### src/rtl/com_sw_to_fw_pkg.sv
// com_sw_to_fw_pkg: op-codes, command field positions, FSM states and status bits for the SW-to-FW sequencer
package com_sw_to_fw_pkg;
  typedef enum logic [3:0] {
    OP_CODE_NOOP      = 4'h0,
    OP_CODE_W_RST_FW  = 4'h1,
    OP_CODE_WRITE     = 4'h2,
    OP_CODE_READ      = 4'h3,
    OP_CODE_W_CFG     = 4'h4,
    OP_CODE_R_CFG     = 4'h5,
    OP_CODE_START     = 4'h6,
    OP_CODE_STOP      = 4'h7,
    OP_CODE_USER8     = 4'h8,
    OP_CODE_USER9     = 4'h9,
    OP_CODE_USERA     = 4'hA,
    OP_CODE_USERB     = 4'hB,
    OP_CODE_USERC     = 4'hC,
    OP_CODE_USERD     = 4'hD,
    OP_CODE_LOCAL_CLR = 4'hE,
    OP_CODE_EXECUTE   = 4'hF
  } op_code_e;
  localparam int DEV_HI = 31;
  localparam int DEV_LO = 28;
  localparam int OP_HI = 27;
  localparam int OP_LO = 24;
  localparam int BODY_HI = 23;
  localparam int BODY_LO = 0;
  typedef enum logic [1:0] {IDLE, ISSUE, WAIT_ACK} state_e;
  localparam int ST_BUSY = 31;
  localparam int ST_TIMEOUT = 30;
  localparam int ST_INVALID = 29;
  localparam int ST_OVERRUN = 28;
endpackage

### src/rtl/com_cmd_validate.sv
// com_cmd_validate: decodes the command header into device validity, device index, NOOP and local-clear flags
module com_cmd_validate
  import com_sw_to_fw_pkg::*;
#(
  parameter int NUM_FW = 4
) (
  input  logic [7:0] hdr,
  output logic       valid_dev,
  output logic [1:0] dev_index,
  output logic       is_noop,
  output logic       is_local_clear
);
  logic [3:0] dev;
  logic [3:0] op;
  always_comb begin
    dev = hdr[DEV_HI-OP_LO:DEV_LO-OP_LO];
    op = hdr[OP_HI-OP_LO:0];
    dev_index = 2'd0;
    for (int i = 0; i < 4; i++) dev_index = dev[i] ? 2'(i) : dev_index;
    valid_dev = dev != 4'd0 && (dev & (dev - 4'd1)) == 4'd0 && 32'(dev_index) < NUM_FW;
    is_noop = valid_dev && op == OP_CODE_NOOP;
    is_local_clear = dev == 4'd0 && op == OP_CODE_LOCAL_CLR;
  end
endmodule

### src/rtl/com_sw_to_fw_seq.sv
// com_sw_to_fw_seq: registered SW-to-FW command sequencer with strobe, ack/timeout, pending slot and status
module com_sw_to_fw_seq
  import com_sw_to_fw_pkg::*;
#(
  parameter int NUM_FW = 4,
  parameter int ACK_TIMEOUT = 1024,
  parameter int CNT_WIDTH = 16
) (
  input  logic                   fw_clk_100,
  input  logic                   fw_rst,
  input  logic [31:0]            sw_write32_0,
  output logic [31:0]            sw_read32_0,
  output logic [31:0]            sw_read32_1,
  output logic [31:0]            sw_read32_2,
  output logic [NUM_FW-1:0]      fw_dev_id_enable,
  output logic [3:0]             fw_op_code,
  output logic [15:0]            fw_op_code_strobe,
  output logic [23:0]            sw_write24_0,
  input  logic [NUM_FW-1:0]      fw_ack,
  input  logic [NUM_FW-1:0][31:0] fw_read_data32,
  input  logic [NUM_FW-1:0][31:0] fw_read_status32
);
  localparam int TW = ACK_TIMEOUT > 2 ? $clog2(ACK_TIMEOUT) : 1;
  state_e state;
  logic [31:0] word_q;
  logic [TW-1:0] tmr;
  logic busy, timeout_err, invalid_err, overrun_err;
  logic [CNT_WIDTH-1:0] cmd_count;
  logic [NUM_FW-1:0] sel, pend_en, in_en;
  logic pend_v;
  logic [3:0] pend_op;
  logic [23:0] pend_body;
  logic valid_dev, is_noop, is_local_clear, new_cmd, acc, ack_hit;
  logic [1:0] dev_index;
  logic [31:0] rd_data, rd_stat, status;
  com_cmd_validate #(.NUM_FW(NUM_FW)) u_val (
    .hdr(sw_write32_0[DEV_HI:OP_LO]),
    .valid_dev(valid_dev),
    .dev_index(dev_index),
    .is_noop(is_noop),
    .is_local_clear(is_local_clear)
  );
  always_comb begin
    new_cmd = sw_write32_0 != word_q;
    acc = new_cmd && valid_dev && !is_noop;
    in_en = NUM_FW'(1) << dev_index;
    ack_hit = |(fw_ack & sel);
    rd_data = '0;
    rd_stat = '0;
    for (int i = 0; i < NUM_FW; i++) begin
      rd_data = fw_dev_id_enable[i] ? fw_read_data32[i] : rd_data;
      rd_stat = fw_dev_id_enable[i] ? fw_read_status32[i] : rd_stat;
    end
    status = '0;
    status[ST_BUSY] = busy;
    status[ST_TIMEOUT] = timeout_err;
    status[ST_INVALID] = invalid_err;
    status[ST_OVERRUN] = overrun_err;
    status[CNT_WIDTH-1:0] = cmd_count;
  end
  always_ff @(posedge fw_clk_100) begin
    if (fw_rst) begin
      state <= IDLE;
      word_q <= '0;
      tmr <= '0;
      busy <= 1'b0;
      timeout_err <= 1'b0;
      invalid_err <= 1'b0;
      overrun_err <= 1'b0;
      cmd_count <= '0;
      sel <= '0;
      pend_v <= 1'b0;
      pend_en <= '0;
      pend_op <= '0;
      pend_body <= '0;
      sw_read32_0 <= '0;
      sw_read32_1 <= '0;
      sw_read32_2 <= '0;
      fw_dev_id_enable <= '0;
      fw_op_code <= '0;
      fw_op_code_strobe <= '0;
      sw_write24_0 <= '0;
    end else begin
      word_q <= sw_write32_0;
      fw_op_code_strobe <= '0;
      sw_read32_0 <= rd_data;
      sw_read32_1 <= rd_stat;
      sw_read32_2 <= status;
      if (new_cmd && is_noop) fw_dev_id_enable <= in_en;
      if (new_cmd && !valid_dev && !is_local_clear) invalid_err <= 1'b1;
      case (state)
        IDLE: begin
          if (pend_v) begin
            state <= ISSUE;
            sel <= pend_en;
            fw_dev_id_enable <= pend_en;
            fw_op_code <= pend_op;
            sw_write24_0 <= pend_body;
            pend_v <= acc;
            pend_en <= in_en;
            pend_op <= sw_write32_0[OP_HI:OP_LO];
            pend_body <= sw_write32_0[BODY_HI:BODY_LO];
          end else if (acc) begin
            state <= ISSUE;
            sel <= in_en;
            fw_dev_id_enable <= in_en;
            fw_op_code <= sw_write32_0[OP_HI:OP_LO];
            sw_write24_0 <= sw_write32_0[BODY_HI:BODY_LO];
          end
        end
        ISSUE: begin
          fw_op_code_strobe <= 16'd1 << fw_op_code;
          busy <= 1'b1;
          cmd_count <= cmd_count + 1'b1;
          tmr <= '0;
          state <= WAIT_ACK;
        end
        WAIT_ACK: begin
          if (ack_hit || tmr == TW'(ACK_TIMEOUT - 1)) begin
            state <= IDLE;
            busy <= 1'b0;
            timeout_err <= timeout_err | !ack_hit;
          end else tmr <= tmr + 1'b1;
        end
        default: state <= IDLE;
      endcase
      if (state != IDLE && acc) begin
        pend_v <= 1'b1;
        pend_en <= in_en;
        pend_op <= sw_write32_0[OP_HI:OP_LO];
        pend_body <= sw_write32_0[BODY_HI:BODY_LO];
        overrun_err <= overrun_err | pend_v;
      end
      if (new_cmd && is_local_clear) begin
        timeout_err <= 1'b0;
        invalid_err <= 1'b0;
        overrun_err <= 1'b0;
        cmd_count <= '0;
      end
    end
  end
endmodule

### config.mk
export PLATFORM = sky130hd
export DESIGN_NAME = com_sw_to_fw_seq
export DESIGN_NICKNAME = d
export VERILOG_FILES = /design/src/rtl/com_sw_to_fw_pkg.sv /design/src/rtl/com_cmd_validate.sv /design/src/rtl/com_sw_to_fw_seq.sv
export SDC_FILE = /design/constraint.sdc
export NUM_CORES = 1
export LEC_CHECK = 0
export CORE_AREA = 5 5 168 170
export DETAILED_ROUTE_END_ITERATION = 12
export DIE_AREA = 0 0 173 175
export PLACE_DENSITY_LB_ADDON = 0.08
export SLEW_MARGIN = 10
export SYNTH_ARGS = -nofsm -noshare
export SYNTH_HDL_FRONTEND = slang
export SYNTH_SLANG_ARGS = --single-unit
### constraint.sdc
create_clock -name fw_clk_100 -period 4.4 [get_ports fw_clk_100]
set_input_delay 0.44 -clock fw_clk_100 [delete_from_list [all_inputs] [get_ports fw_clk_100]]
set_output_delay 0.44 -clock fw_clk_100 [all_outputs]
set_load 0.005 [all_outputs]
Word-level counts from Yosys, hierarchy flattened:

Cells that the tools add are included.

* bitwise logic cells: 5
* multipliers: 0
* order comparisons: 0
* div/mod/pow operators: 0
* mux-type cells: 41
* shift-type cells: 2
* eq/ne operators: 8
* reduce and logical (&&, ||, !) cells: 34
* $add $sub $neg: 3

Operators with widths (count)
* two-way mux 32 bit: 8
* two-way mux 24 bit: 5
* two-way mux 4 bit: 14
* != test 32 bit: 1
* case mux 10 bit (2 select lines): 1
* adder 16 x 1 -> 16 bit (second input constant): 1
* << shifter 1 x 4 -> 16 bit (first input constant): 1
* logical NOT 4 bit: 3
* AND reduction 2 bit: 6
* adder 10 x 1 -> 10 bit (second input constant): 1
* == test 10 bit (second input constant): 1
* logical AND 1 bit: 10
* two-way mux 10 bit: 1
* two-way mux 2 bit: 5
* nonzero test 2 bit: 5
* bitwise AND 4 bit: 2
* case mux 2 bit (3 select lines): 1
* two-way mux 1 bit: 5
* == test 4 bit (second input constant): 1
* logical NOT 1 bit: 4
* != test 2 bit (second input constant): 2
* nonzero test 4 bit: 1
* OR reduction 2 bit: 2
* OR reduction 4 bit: 1
* other kinds (10): 11

* bits in read-only memories: 0
* register bits: 245
* input bits: 294
* latch bits: 0
* memory bits (writable): 0
* memories kept: 0

Depth between registers and ports, before layout:

* depth in word-level cells: 10
* depth in mapped cells: 11
* mapped depth without buffers: 8

By module:

A second synthesis with hierarchy kept.

* cells, all modules: 1191
* area total of the unflattened synthesis: 10426.2 um^2

Modules (own cells, without submodules)
* com_sw_to_fw_seq: cells each 1179, area an instance 10341.2 um^2, seq. area each 4664.5 um^2, instances 1
* com_cmd_validate: cells each 12, area an instance 85.1 um^2, seq. area each 0.0 um^2, instances 1

Least setup slack after synthesis:

OpenSTA, ideal clock, no wires.

* path kind: reg-to-reg
* start point: register tmr[0]
* end point: register tmr[9]
* data required time: 4272 ps
* cell stages (with the launch flop): 10
* slack: 2313 ps
* arrival: 1959 ps
* buffers on the path: 1
* cells stage by stage: dfxtp_1 -> ha_1 -> and4_1 -> and4_1 -> a311o_1 -> buf_2 -> nor3_1 -> nor2_1 -> mux2i_1 -> nor2_1

* cells in the longest elaborated chain, start to end: 4
* elaborated cells between the ends (all ways): 7

Ends and longest elaborated chain
* start, declared: line com_sw_to_fw_seq.sv:26 `logic [TW-1:0] tmr;`
* start signal, assigned: line com_sw_to_fw_seq.sv:123 `end else tmr <= tmr + 1'b1;`
* branches (longest 4 deep; another with adder 10 x 1 -> 10 bit)

Parallel ways; which one is timed is not known. The select of a mux whose other input is x is not followed.
A chain may end at the register's enable or synchronous reset.

Final worst setup path:

* start point: input sw_write32_0[31]
* end point: register sw_write24_0[14]

* cells in the longest elaborated chain, start to end: 9
* elaborated cells between the ends (all ways): 12

Ends and longest elaborated chain
* start, declared: line com_sw_to_fw_seq.sv:11 `input logic [31:0] sw_write32_0,`
* subtractor 4 x 1 -> 4 bit: line com_cmd_validate.sv:20 `valid_dev = dev != 4'd0 && (dev & (dev - 4'd1)) == 4'd0 && 32'(dev_index) < NUM_FW;`
* bitwise AND 4 bit: line com_cmd_validate.sv:20
* logical NOT 4 bit: line com_cmd_validate.sv:20
* logical AND 1 bit: line com_cmd_validate.sv:20
* logical AND 1 bit: line com_cmd_validate.sv:21 `is_noop = valid_dev && op == OP_CODE_NOOP;`
* logical NOT 1 bit: line com_sw_to_fw_seq.sv:45 `acc = new_cmd && valid_dev && !is_noop;`
* logical AND 1 bit *: line com_sw_to_fw_seq.sv:45
* nonzero test 2 bit (no source line) *
* AND reduction 2 bit (no source line) *
* end signal, assigned: line com_sw_to_fw_seq.sv:98 `sw_write24_0 <= pend_body;`
* end signal, assigned: line com_sw_to_fw_seq.sv:108 `sw_write24_0 <= sw_write32_0[BODY_HI:BODY_LO];`
* end, declared: line com_sw_to_fw_seq.sv:18 `output logic [23:0] sw_write24_0,`

Mark *: on every way between the ends. The rest lies on a longest branch, timed or not.

==> results.md <==
* Yosys cell types at 51
* Cells after synthesis at 1,174
* IO buf count at 425
* Pwr Density at 385.9 nW/um^2
* Pleak at 5.664 nW
* Max FO, Critical Path at 43
* GRT Resource Usage Total at 21.38%
* Worst-margin pin slew at 1.172 ns
* Post-synth top area share at 46.70%
* First-pass GRT wire length at 51.74 mm
* Max Cap Viol at 0
* Setup TNS at 0 ns
* Fin cells at 1,909
* Wire length per cell at 18.37 um
* Vias in the first global route at 8,943
* Die height at 175 um
* Area Growth Syn to Fin at 52.16%
* Yosys warns at 0
* CTS HTree Levels at 1
* Final setup skew at 0.02436 ns
* Crit share post-route at 69.35%
* Endpoints failing setup at 0
* Synth Register Bits at 233
* Vias per cell at 4.922
* Die Wd at 173 um
* Detail Route Antenna Nets at 0
* Syn avg cell area at 8.508 sq um
* FMAX at 327.7 MHz
* TritonCTS buffer count at 26
* Mapped Area at 9988 sq um
* Largest net degree at the start of global routing at 100
* Post-synth ARST share at 0%
* Tot Pwr at 5.865 mW
* Hold_buf cts at 0
* Nets at 1,846
* RSZ-0062 raised after global routing: no
* Met2 WL post-DR at 17.39 mm
* Core area at 26,580 sq um
* Initial Utilization at 37.58%
* First-pass detailed-route iteration total at 6
* M1 wire length at 14.61 mm
* Die area at 30,280 sq um
* Max-slew violations at 0
* Cell taking the most area after synthesis: dfxtp_1
* Final Hold Vio Count at 0
* Top Metal Used: met4
* Root Driver: clkbuf_16
* Num rows at 60
* Layout cells sized above 1 at 4.464%
* Ant diodes at 0
* CTS Buffer Depth at 3
* Initial antenna violation count at 0
* GRT Residual Overflow at 0
* Post-synth top flop: dfxtp_1
* Clk sinks at 233
* WL met3 at 2.171 mm
* RePlAce Congestion at 0.8958
* Worst slack, placed at 0.8482 ns
* Cell with the most instances after synthesis: nor2_1
* Initial DRC count at 531
* CP Capture Type: flop
* Final min period at 3.051 ns
* Post-layout util at 57.19%
* Arr. time, crit path at 3.47 ns
* Synth area leaders: dfxtp_1 47%, nor2_1 12%, a21oi_1 7.0%
* Number of synthesized flops with an enable pin at 0
* # IOs at 438
* CTS resizes at 0
* Via Count at 9,397
* Crit path kind: in -> reg
* Post-detail-place hpwl at 26.51 mm
* CP required at 4.82 ns
* Sequential element share of the synthesized area at 46.70%
* Final worst setup slack at 1.349 ns
* Worst Hold Class: in -> reg
* Clock insertion delay at the later pin of the skew report at 0.53 ns
* Worst VDD drop at 260.7 uV
* Status: finished clean
* DRT Wirelength at 35.06 mm
* Placed insts at 1,863
* Max transition margin at 21.72%
* CTS tree: built
* Post-CTS Setup Repair Bufs at 0
* Clock-pin slew on the worst setup and hold paths at 0.06 ns
* Setup slack, reg-to-reg at 1.70 ns
* Synth top cells by count: 313 x nor2_1, 233 x dfxtp_1, 140 x a21oi_1
* Residual DRC at 0
* Worst setup SP type: input pin
-- worst max-delay path, cell delays in order --
cell and delay (ns):
clkdlybuf4s50_1 0.59, nor2_1 0.21, nand2_1 0.11, o22ai_1 0.20, a21boi_2 0.46, a31o_2 0.79, buf_4 0.37, nor2_1 0.07
a211oi_1 0.21
-- per-layer routing --
layer	vias to the layer above	global-route usage, %
li1	4750	-
met1	4267	26.61
met2	327	37.65
met3	53	4.565
met4	0	5.720
met5	-	0
-- final cells by class --
cell class                 count  area [sq um]
tap                          341         426.7
sequential                   233          4674
clock inverter                 7         100.1
multi-input combinational    850          4845
clock buffer                  39         799.5
fill                        2451         11380
inverter                       2         7.507
timing repair buffer         437          4345
-- final timing paths --
path / start / endpoint / cells after the start
max: sw_write32_0[31] / sw_write24_0[14]$_SDFFE_PP0P_ / 9
min: fw_rst / word_q[23]$_SDFF_PP0_ / 2
max reg2reg: word_q[2]$_SDFF_PP0_ / sw_write24_0[14]$_SDFFE_PP0P_ / 8
min reg2reg: invalid_err$_SDFFE_PP0P_ / invalid_err$_SDFFE_PP0P_ / 2
-- flip-flops by register name, indices dropped and copies added (netlist names), 10 cells and up --
register / count
cmd_count: 16
pend_body: 24
sw_read32_0: 32
sw_write24_0: 24
tmr: 10
sw_read32_2: 20
sw_read32_1: 32
word_q: 32
fw_op_code_strobe: 16
-- layout by cell type (no fill, tap or decap), types with 11 or more instances in the layout --
cell type        synthesis  routed
nor2_1                 313     313
conb_1                   1      12
nand2_1                 21      21
nor3_1                  12      12
dfxtp_1                233     229
nand3_1                 11      11
buf_4                   14      12
clkbuf_16                0      26
a211oi_1                30      30
nand4_1                 12      12
a21oi_1                140     140
xor2_1                  14      14
clkdlybuf4s50_1          0     424
xnor2_1                 37      37
mux2i_1                 67      67
nor2b_1                 60      59
a22oi_1                 66      66
-- power breakdown --
group	internal [mW]	switching (mW)	leakage, nW
combinational	0.679	0.585	3.31
clock	1.37	0.851	0.447
sequential	2.27	0.113	1.91
-- cells by family (layout without fill, tap and decap cells) --
family          after synthesis  count (layout)  share of synthesized area [%]
other cells                   1              12                        0.03754
mux                          67              67                          6.714
compound gates              259             259                          15.90
fa+ha+maj                     3               3                         0.3507
flops                       233             233                          46.70
buf+inv                     102             485                          5.286
xor+xnor                     51              51                          4.472
simple gates                458             458                          20.54
-- through the flow --
step	hold WS, ns	area [sq um]
3_3_place_gp	0.4442	14300
6_report	0.4132	15200
2_1_floorplan	0.4290	10030
5_1_grt	0.4483	15200
4_1_cts	0.4164	15200
3_5_place_dp	0.4550	14300
(Power assumes the default switching activity.)
